==> src/rtl/riscv_load_writeback_unit_pkg.sv <==
// Shared types and constants for the RV32I load/writeback stage.
// Latency: n/a (declarations only).
// Backpressure: n/a.
package riscv_load_writeback_unit_pkg;

  localparam int LSU_XLEN = 32;

  // RV32I load funct3 encodings
  localparam logic [2:0] F3_LB  = 3'b000;
  localparam logic [2:0] F3_LH  = 3'b001;
  localparam logic [2:0] F3_LW  = 3'b010;
  localparam logic [2:0] F3_LBU = 3'b100;
  localparam logic [2:0] F3_LHU = 3'b101;

  typedef enum logic [1:0] {
    ST_IDLE = 2'd0,
    ST_REQ  = 2'd1,
    ST_WAIT = 2'd2,
    ST_WB   = 2'd3
  } lsu_state_e;

  // A load is rejected when funct3 is not a load, or the access is not
  // naturally aligned for its size.
  function automatic logic load_is_bad(input logic [2:0] funct3, input logic [1:0] off);
    logic bad;
    bad = 1'b0;
    case (funct3)
      F3_LB, F3_LBU: bad = 1'b0;
      F3_LH, F3_LHU: bad = off[0];
      F3_LW:         bad = (off != 2'b00);
      default:       bad = 1'b1;
    endcase
    return bad;
  endfunction

endpackage

==> src/rtl/riscv_load_writeback_unit_extract.sv <==
// Selects the addressed byte/halfword/word from a read word and sign/zero extends it.
// Latency: purely combinational.
// Backpressure: none.
module riscv_load_extract
  import riscv_load_writeback_unit_pkg::*;
(
  input  logic [2:0]          i_funct3,
  input  logic [1:0]          i_offset,
  input  logic [LSU_XLEN-1:0] i_word,
  output logic [LSU_XLEN-1:0] o_data
);

  logic [7:0]  byte_v;
  logic [15:0] half_v;

  // Lane selection followed by extension according to load type
  always_comb begin
    byte_v = i_word[8*i_offset +: 8];
    half_v = i_offset[1] ? i_word[31:16] : i_word[15:0];
    o_data = i_word;
    case (i_funct3)
      F3_LB:   o_data = {{24{byte_v[7]}}, byte_v};
      F3_LBU:  o_data = {24'd0, byte_v};
      F3_LH:   o_data = {{16{half_v[15]}}, half_v};
      F3_LHU:  o_data = {16'd0, half_v};
      default: o_data = i_word;
    endcase
  end

endmodule

==> src/rtl/riscv_load_writeback_unit.sv <==
// RV32I load unit: issues a word read to data memory and writes the extracted value to rd.
// Latency: accept at N, request at N+1, writeback at N+2 when gnt and rvalid arrive on the first request cycle.
// Backpressure: o_lsu_ready is high only when idle; o_dmem_req holds with stable address until i_dmem_gnt.
module riscv_load_writeback_unit
  import riscv_load_writeback_unit_pkg::*;
#(
  parameter int XLEN           = LSU_XLEN,
  parameter int TIMEOUT_CYCLES = 255
) (
  input  logic            i_clk,
  input  logic            i_rst,
  input  logic            i_lsu_valid,
  output logic            o_lsu_ready,
  input  logic [2:0]      i_lsu_funct3,
  input  logic [XLEN-1:0] i_lsu_addr,
  input  logic [4:0]      i_lsu_rd_addr,
  output logic            o_lsu_busy,
  output logic [4:0]      o_lsu_pending_rd,
  output logic            o_lsu_fault,
  output logic            o_dmem_req,
  output logic [XLEN-1:0] o_dmem_addr,
  input  logic            i_dmem_gnt,
  input  logic            i_dmem_rvalid,
  input  logic [XLEN-1:0] i_dmem_rdata,
  output logic            o_regfile_rd_wen,
  output logic [4:0]      o_regfile_rd_addr,
  output logic [XLEN-1:0] o_regfile_rd_data
);

  localparam logic [7:0] TIMEOUT_LIMIT = TIMEOUT_CYCLES[7:0];

  lsu_state_e      state_q, state_d;
  logic [2:0]      funct3_q, funct3_d;
  logic [1:0]      off_q, off_d;
  logic [4:0]      rd_q, rd_d;
  logic [7:0]      cnt_q, cnt_d;
  logic [7:0]      cnt_inc;
  logic [XLEN-1:0] addr_d;

  logic            ready_q, ready_d;
  logic            busy_q, busy_d;
  logic [4:0]      pending_rd_q, pending_rd_d;
  logic            fault_q, fault_d;
  logic            dmem_req_q, dmem_req_d;
  logic [XLEN-1:0] dmem_addr_q, dmem_addr_d;
  logic            wen_q, wen_d;
  logic [4:0]      rd_addr_q, rd_addr_d;
  logic [XLEN-1:0] rd_data_q, rd_data_d;

  logic [XLEN-1:0] ext_data;

  riscv_load_extract u_extract (
    .i_funct3 (funct3_q),
    .i_offset (off_q),
    .i_word   (i_dmem_rdata),
    .o_data   (ext_data)
  );

  // Next-state and registered-output computation
  always_comb begin
    state_d     = state_q;
    funct3_d    = funct3_q;
    off_d       = off_q;
    rd_d        = rd_q;
    cnt_d       = cnt_q;
    cnt_inc     = cnt_q + 8'd1;
    addr_d      = dmem_addr_q;
    fault_d     = 1'b0;
    wen_d       = 1'b0;
    rd_addr_d   = 5'd0;
    rd_data_d   = '0;

    case (state_q)
      ST_IDLE: begin
        if (i_lsu_valid && ready_q) begin
          funct3_d = i_lsu_funct3;
          off_d    = i_lsu_addr[1:0];
          rd_d     = i_lsu_rd_addr;
          if (load_is_bad(i_lsu_funct3, i_lsu_addr[1:0])) begin
            fault_d = 1'b1;
          end else begin
            state_d = ST_REQ;
            addr_d  = {i_lsu_addr[XLEN-1:2], 2'b00};
          end
        end
      end
      ST_REQ: begin
        // Responses are only meaningful once the request has been granted
        if (i_dmem_gnt) begin
          if (i_dmem_rvalid) begin
            state_d   = ST_WB;
            wen_d     = (rd_q != 5'd0);
            rd_addr_d = rd_q;
            rd_data_d = ext_data;
          end else begin
            state_d = ST_WAIT;
            cnt_d   = 8'd0;
          end
        end
      end
      ST_WAIT: begin
        if (i_dmem_rvalid) begin
          state_d   = ST_WB;
          wen_d     = (rd_q != 5'd0);
          rd_addr_d = rd_q;
          rd_data_d = ext_data;
        end else if (cnt_inc == TIMEOUT_LIMIT) begin
          state_d = ST_IDLE;
          fault_d = 1'b1;
          cnt_d   = 8'd0;
        end else begin
          cnt_d = cnt_inc;
        end
      end
      ST_WB: begin
        state_d = ST_IDLE;
      end
      default: begin
        state_d = ST_IDLE;
      end
    endcase

    // Status and memory outputs are registered images of the next state
    ready_d      = (state_d == ST_IDLE);
    busy_d       = (state_d != ST_IDLE);
    pending_rd_d = busy_d ? rd_d : 5'd0;
    dmem_req_d   = (state_d == ST_REQ);
    dmem_addr_d  = (state_d == ST_REQ) ? addr_d : '0;
  end

  // State, context and output registers with asynchronous reset
  always_ff @(posedge i_clk or posedge i_rst) begin
    if (i_rst) begin
      state_q      <= ST_IDLE;
      funct3_q     <= 3'd0;
      off_q        <= 2'd0;
      rd_q         <= 5'd0;
      cnt_q        <= 8'd0;
      ready_q      <= 1'b1;
      busy_q       <= 1'b0;
      pending_rd_q <= 5'd0;
      fault_q      <= 1'b0;
      dmem_req_q   <= 1'b0;
      dmem_addr_q  <= '0;
      wen_q        <= 1'b0;
      rd_addr_q    <= 5'd0;
      rd_data_q    <= '0;
    end else begin
      state_q      <= state_d;
      funct3_q     <= funct3_d;
      off_q        <= off_d;
      rd_q         <= rd_d;
      cnt_q        <= cnt_d;
      ready_q      <= ready_d;
      busy_q       <= busy_d;
      pending_rd_q <= pending_rd_d;
      fault_q      <= fault_d;
      dmem_req_q   <= dmem_req_d;
      dmem_addr_q  <= dmem_addr_d;
      wen_q        <= wen_d;
      rd_addr_q    <= rd_addr_d;
      rd_data_q    <= rd_data_d;
    end
  end

  assign o_lsu_ready       = ready_q;
  assign o_lsu_busy        = busy_q;
  assign o_lsu_pending_rd  = pending_rd_q;
  assign o_lsu_fault       = fault_q;
  assign o_dmem_req        = dmem_req_q;
  assign o_dmem_addr       = dmem_addr_q;
  assign o_regfile_rd_wen  = wen_q;
  assign o_regfile_rd_addr = rd_addr_q;
  assign o_regfile_rd_data = rd_data_q;

endmodule

==> config.mk <==
export PLATFORM = sky130hd
export DESIGN_NAME = riscv_load_writeback_unit
export DESIGN_NICKNAME = d
export VERILOG_FILES = /design/src/rtl/riscv_load_writeback_unit_pkg.sv /design/src/rtl/riscv_load_writeback_unit_extract.sv /design/src/rtl/riscv_load_writeback_unit.sv
export SDC_FILE = /design/constraint.sdc
export NUM_CORES = 1
export LEC_CHECK = 0
export CORE_ASPECT_RATIO = 0.7
export CORE_MARGIN = 4
export CORE_UTILIZATION = 48
export CTS_BUF_LIST = sky130_fd_sc_hd__clkbuf_8
export DETAILED_ROUTE_END_ITERATION = 8
export PLACE_DENSITY_LB_ADDON = 0.05
export SLEW_MARGIN = 20
export SYNTH_ARGS = -nofsm -noshare
export SYNTH_HDL_FRONTEND = slang
export SYNTH_SLANG_ARGS = --single-unit
export TNS_END_PERCENT = 5
==> constraint.sdc <==
create_clock -name i_clk -period 5.6 [get_ports i_clk]
set_clock_uncertainty 0.2 [all_clocks]
set_input_delay 0.84 -clock i_clk [delete_from_list [all_inputs] [get_ports i_clk]]
set_output_delay 0.84 -clock i_clk [all_outputs]
set_load 0.01 [all_outputs]
==> metrics <==
area grow syn2layout 40.1%; CP required 5.68 ns; Critical Path Max Stage Delay 0.77 ns; Startpoint Class input pin; post-CTS setup repair buffer count 0; HPWL after detailed placement 8.28 mm; sequential element share of the synthesized area 54.5%; grt peak-use layer met2; arrival time worst endpoint 3.22 ns; Via Count 3562; CP Cell Sequence clkdlybuf4s50_1 > nand2_1 > nand2b_1 > nand3_1 > a221o_1 > a21oi_1; Crit Reg-Reg Startpoint state_q[0]$_DFF_PP0_; H-tree depth 3; count leader, synth dfrtp_1; Clk pwr share 19.0%; flop2flop setup slack 2.55 ns; Initial DRT Pass Iterations 4; Final Hold Viols 0; worst reg-to-reg path cell count 6; max cap viols 0; Worst Hold Endpoint cnt_q[7]$_DFFE_PP0P_; minimum clock period 3.14 ns; Net Sw Power 0.969 mW; nets 627; Layout Cells excl Fill 674; via/cell ratio 5.28; area share of the largest cell type after synthesis 53.9%; switching share of power 39.2%; average routed wire per standard cell 17.0 µm; routed wire length 11.5 mm; main flop type after synthesis dfrtp_1; Internal Power 1.50 mW; met3 Resource Use GR 6.26%; worst-case headroom to the max-slew limit 33.5%; Final ANT Viol Nets 0; CTS tree done; Synth Area per Inst 11.1 µm²; fin. max-slew vios 0; core area 9070 µm²; RSZ-0062 raised after global routing no; largest net degree at the start of global routing 58; Worst path slowest cell a221o_1; final setup vio count 0; Rows 29; Ports 156; initial antenna violation count 0; hold depth 1; number of flops mapped to enable cells by yosys 0; Max Clock Freq 319 MHz; CTS Root Cell clkbuf_8; Logic pwr share 41.2%; crit end category register; full die area 10900 µm²; hold_buf cts 0; YS warnings 0; die width 123 µm; first-pass GRT wire length 18.0 mm; r2r endpoint o_dmem_addr[10]$_DFFE_PP0P_; library cells used by synthesis 46; Worst Hold Class register to register; Least-Margin Pin Slew 0.998 ns; Flop pwr share 39.8%; power density cells 395 nW/µm²; Worst-path clk slew 0.10 ns; met2 GRT Util 32.0%; TNS Setup 0 ns; Seq cells post-synth 97; post-synth top area cell dfrtp_1; peak fanout along the critical path 23; Tcrit/Tclk final 56.0%; number of remaining DRC errors 0; met1 Use GR 30.5%; Num CTS Buffers 9; Sink Count 97; grt ovf 0; # port buffers 153; Die H 88.6 µm; layout cells sized above 1 12.4%; Post-CTS Resized 0; Iter 0 DRT Violations 271; Max Root-Sink Buffers 2; Fill cells 714; GRT Total Usage 21.5%; Post-synth ARST share 100%; Syn Std Cell Area 4460 µm²; P_leak 2.97 nW; status finished clean; cells after synthesis 402; number of global-route vias before repair 3485; number of diodes 0; Setup CP Type input pin to register; top cell types by occurrence after synthesis dfrtp_1 (96), inv_1 (38), mux2i_1 (30); Placer Congestion 0.922; Synth area leaders dfrtp_1 (54%), mux2i_1 (6.7%), nor3_2 (6.5%); Starting Density 49.2%; Clock Latency Late Sink 0.36 ns; Placed Instances 658; min-delay src cnt_q[7]$_DFFE_PP0P_; Max IR drop VDD 270 µV
==> worst max-delay path, delay by kind of cell <==
| kind | cells | cell delay [ns] |
|---|---|---|
| buffers and inverters | 1 | 0.53 |
| AOI/OAI and AO/OA | 2 | 1.00 |
| and+or+nand+nor | 3 | 0.84 |
==> logic make-up after synthesis <==
kind of cell    Yosys count  share of synthesized area [%]
simple gates            111                           15.5
flops                    97                           54.5
compound gates           80                           11.4
buf+inv                  63                           6.17
mux                      42                           10.3
fa+ha+maj                 5                           1.40
xor+xnor                  3                          0.758
other cells               1                         0.0841
==> placed cells by master (no fill, tap or decap), drive strengths merged, types with 5 or more instances in the layout <==
cell type      count
clkdlybuf4s50    153
o21ai             16
nand2             26
nand3              6
o22ai              7
mux2              10
a221oi             8
nor3              38
mux2i             30
clkbuf            10
dfrtp             96
a21oi             28
inv               39
a21boi             5
nand2b             9
nor2              18
ha                 5
==> through the flow <==
| step | hold slack [ns] | setup slack, ns | power [mW] | util (%) | area (µm²) |
|---|---|---|---|---|---|
| after floorplan | 0.249 | 2.03 | 1.65 | - | 4460 |
| after global placement | 0.282 | 2.15 | 2.00 | 66.6 | 6040 |
| after detailed placement | 0.287 | 2.08 | 2.01 | 66.6 | 6040 |
| after CTS | 0.303 | 2.47 | 2.49 | 68.9 | 6250 |
| after global routing | 0.340 | 2.24 | 2.63 | 68.9 | 6250 |
| final | 0.302 | 2.46 | 2.47 | 68.9 | 6250 |
==> power by group through the flow <==
| stage | clock network (mW) | logic [mW] | registers [mW] |
|---|---|---|---|
| CTS | 0.483 | 1.02 | 0.983 |
| global placement | 0 | 1.00 | 0.992 |
| floorplan | 0 | 0.683 | 0.970 |
| global route | 0.512 | 1.11 | 1.00 |
| finish | 0.468 | 1.02 | 0.983 |
| detailed placement | 0 | 1.02 | 0.994 |
==> flip-flops by register name, indices dropped and copies added, names as in the netlist, 2 cells and up <==
name and flops:
funct3_q 3, off_q 2, cnt_q 8, o_dmem_addr 30, o_regfile_rd_addr 5, o_regfile_rd_data 32, o_lsu_pending_rd 5, state_q 2
rd_q 5
==> worst max path at each step <==
| stage | startpoint | end | slack [ns] | depth (start not counted) |
|---|---|---|---|---|
| 6_report | i_dmem_gnt | o_regfile_rd_data[25]$_DFF_PP0_ | 2.46 | 6 |
| 5_1_grt | i_dmem_gnt | o_regfile_rd_data[21]$_DFF_PP0_ | 2.24 | 6 |
| 4_1_cts | i_dmem_gnt | o_regfile_rd_data[21]$_DFF_PP0_ | 2.47 | 6 |
| 3_5_place_dp | i_dmem_gnt | o_regfile_rd_data[25]$_DFF_PP0_ | 2.08 | 6 |
| 3_3_place_gp | i_dmem_gnt | o_regfile_rd_data[30]$_DFF_PP0_ | 2.15 | 6 |
| 2_1_floorplan | i_rst | cnt_q[0]$_DFFE_PP0P_ | 2.03 | 1 |
==> final cells by class <==
cell class / instances / area, µm² / area share [%]
clock buffer: 10 / 138 / 2.20
clock inverter: 6 / 66.3 / 1.06
inverter: 38 / 145 / 2.32
multi-input combinational: 243 / 1760 / 28.2
sequential: 97 / 2430 / 38.9
tap: 124 / 155 / 2.48
timing repair buffer: 156 / 1550 / 24.9
==> layer usage <==
layer | part of all wire (%) | routed length [µm]
met1 | 46 | 5240
met2 | 43 | 4970
met3 | 9.0 | 1030
met4 | 1.9 | 216
met5 | 0 | 0
(Power assumes the default switching activity.)
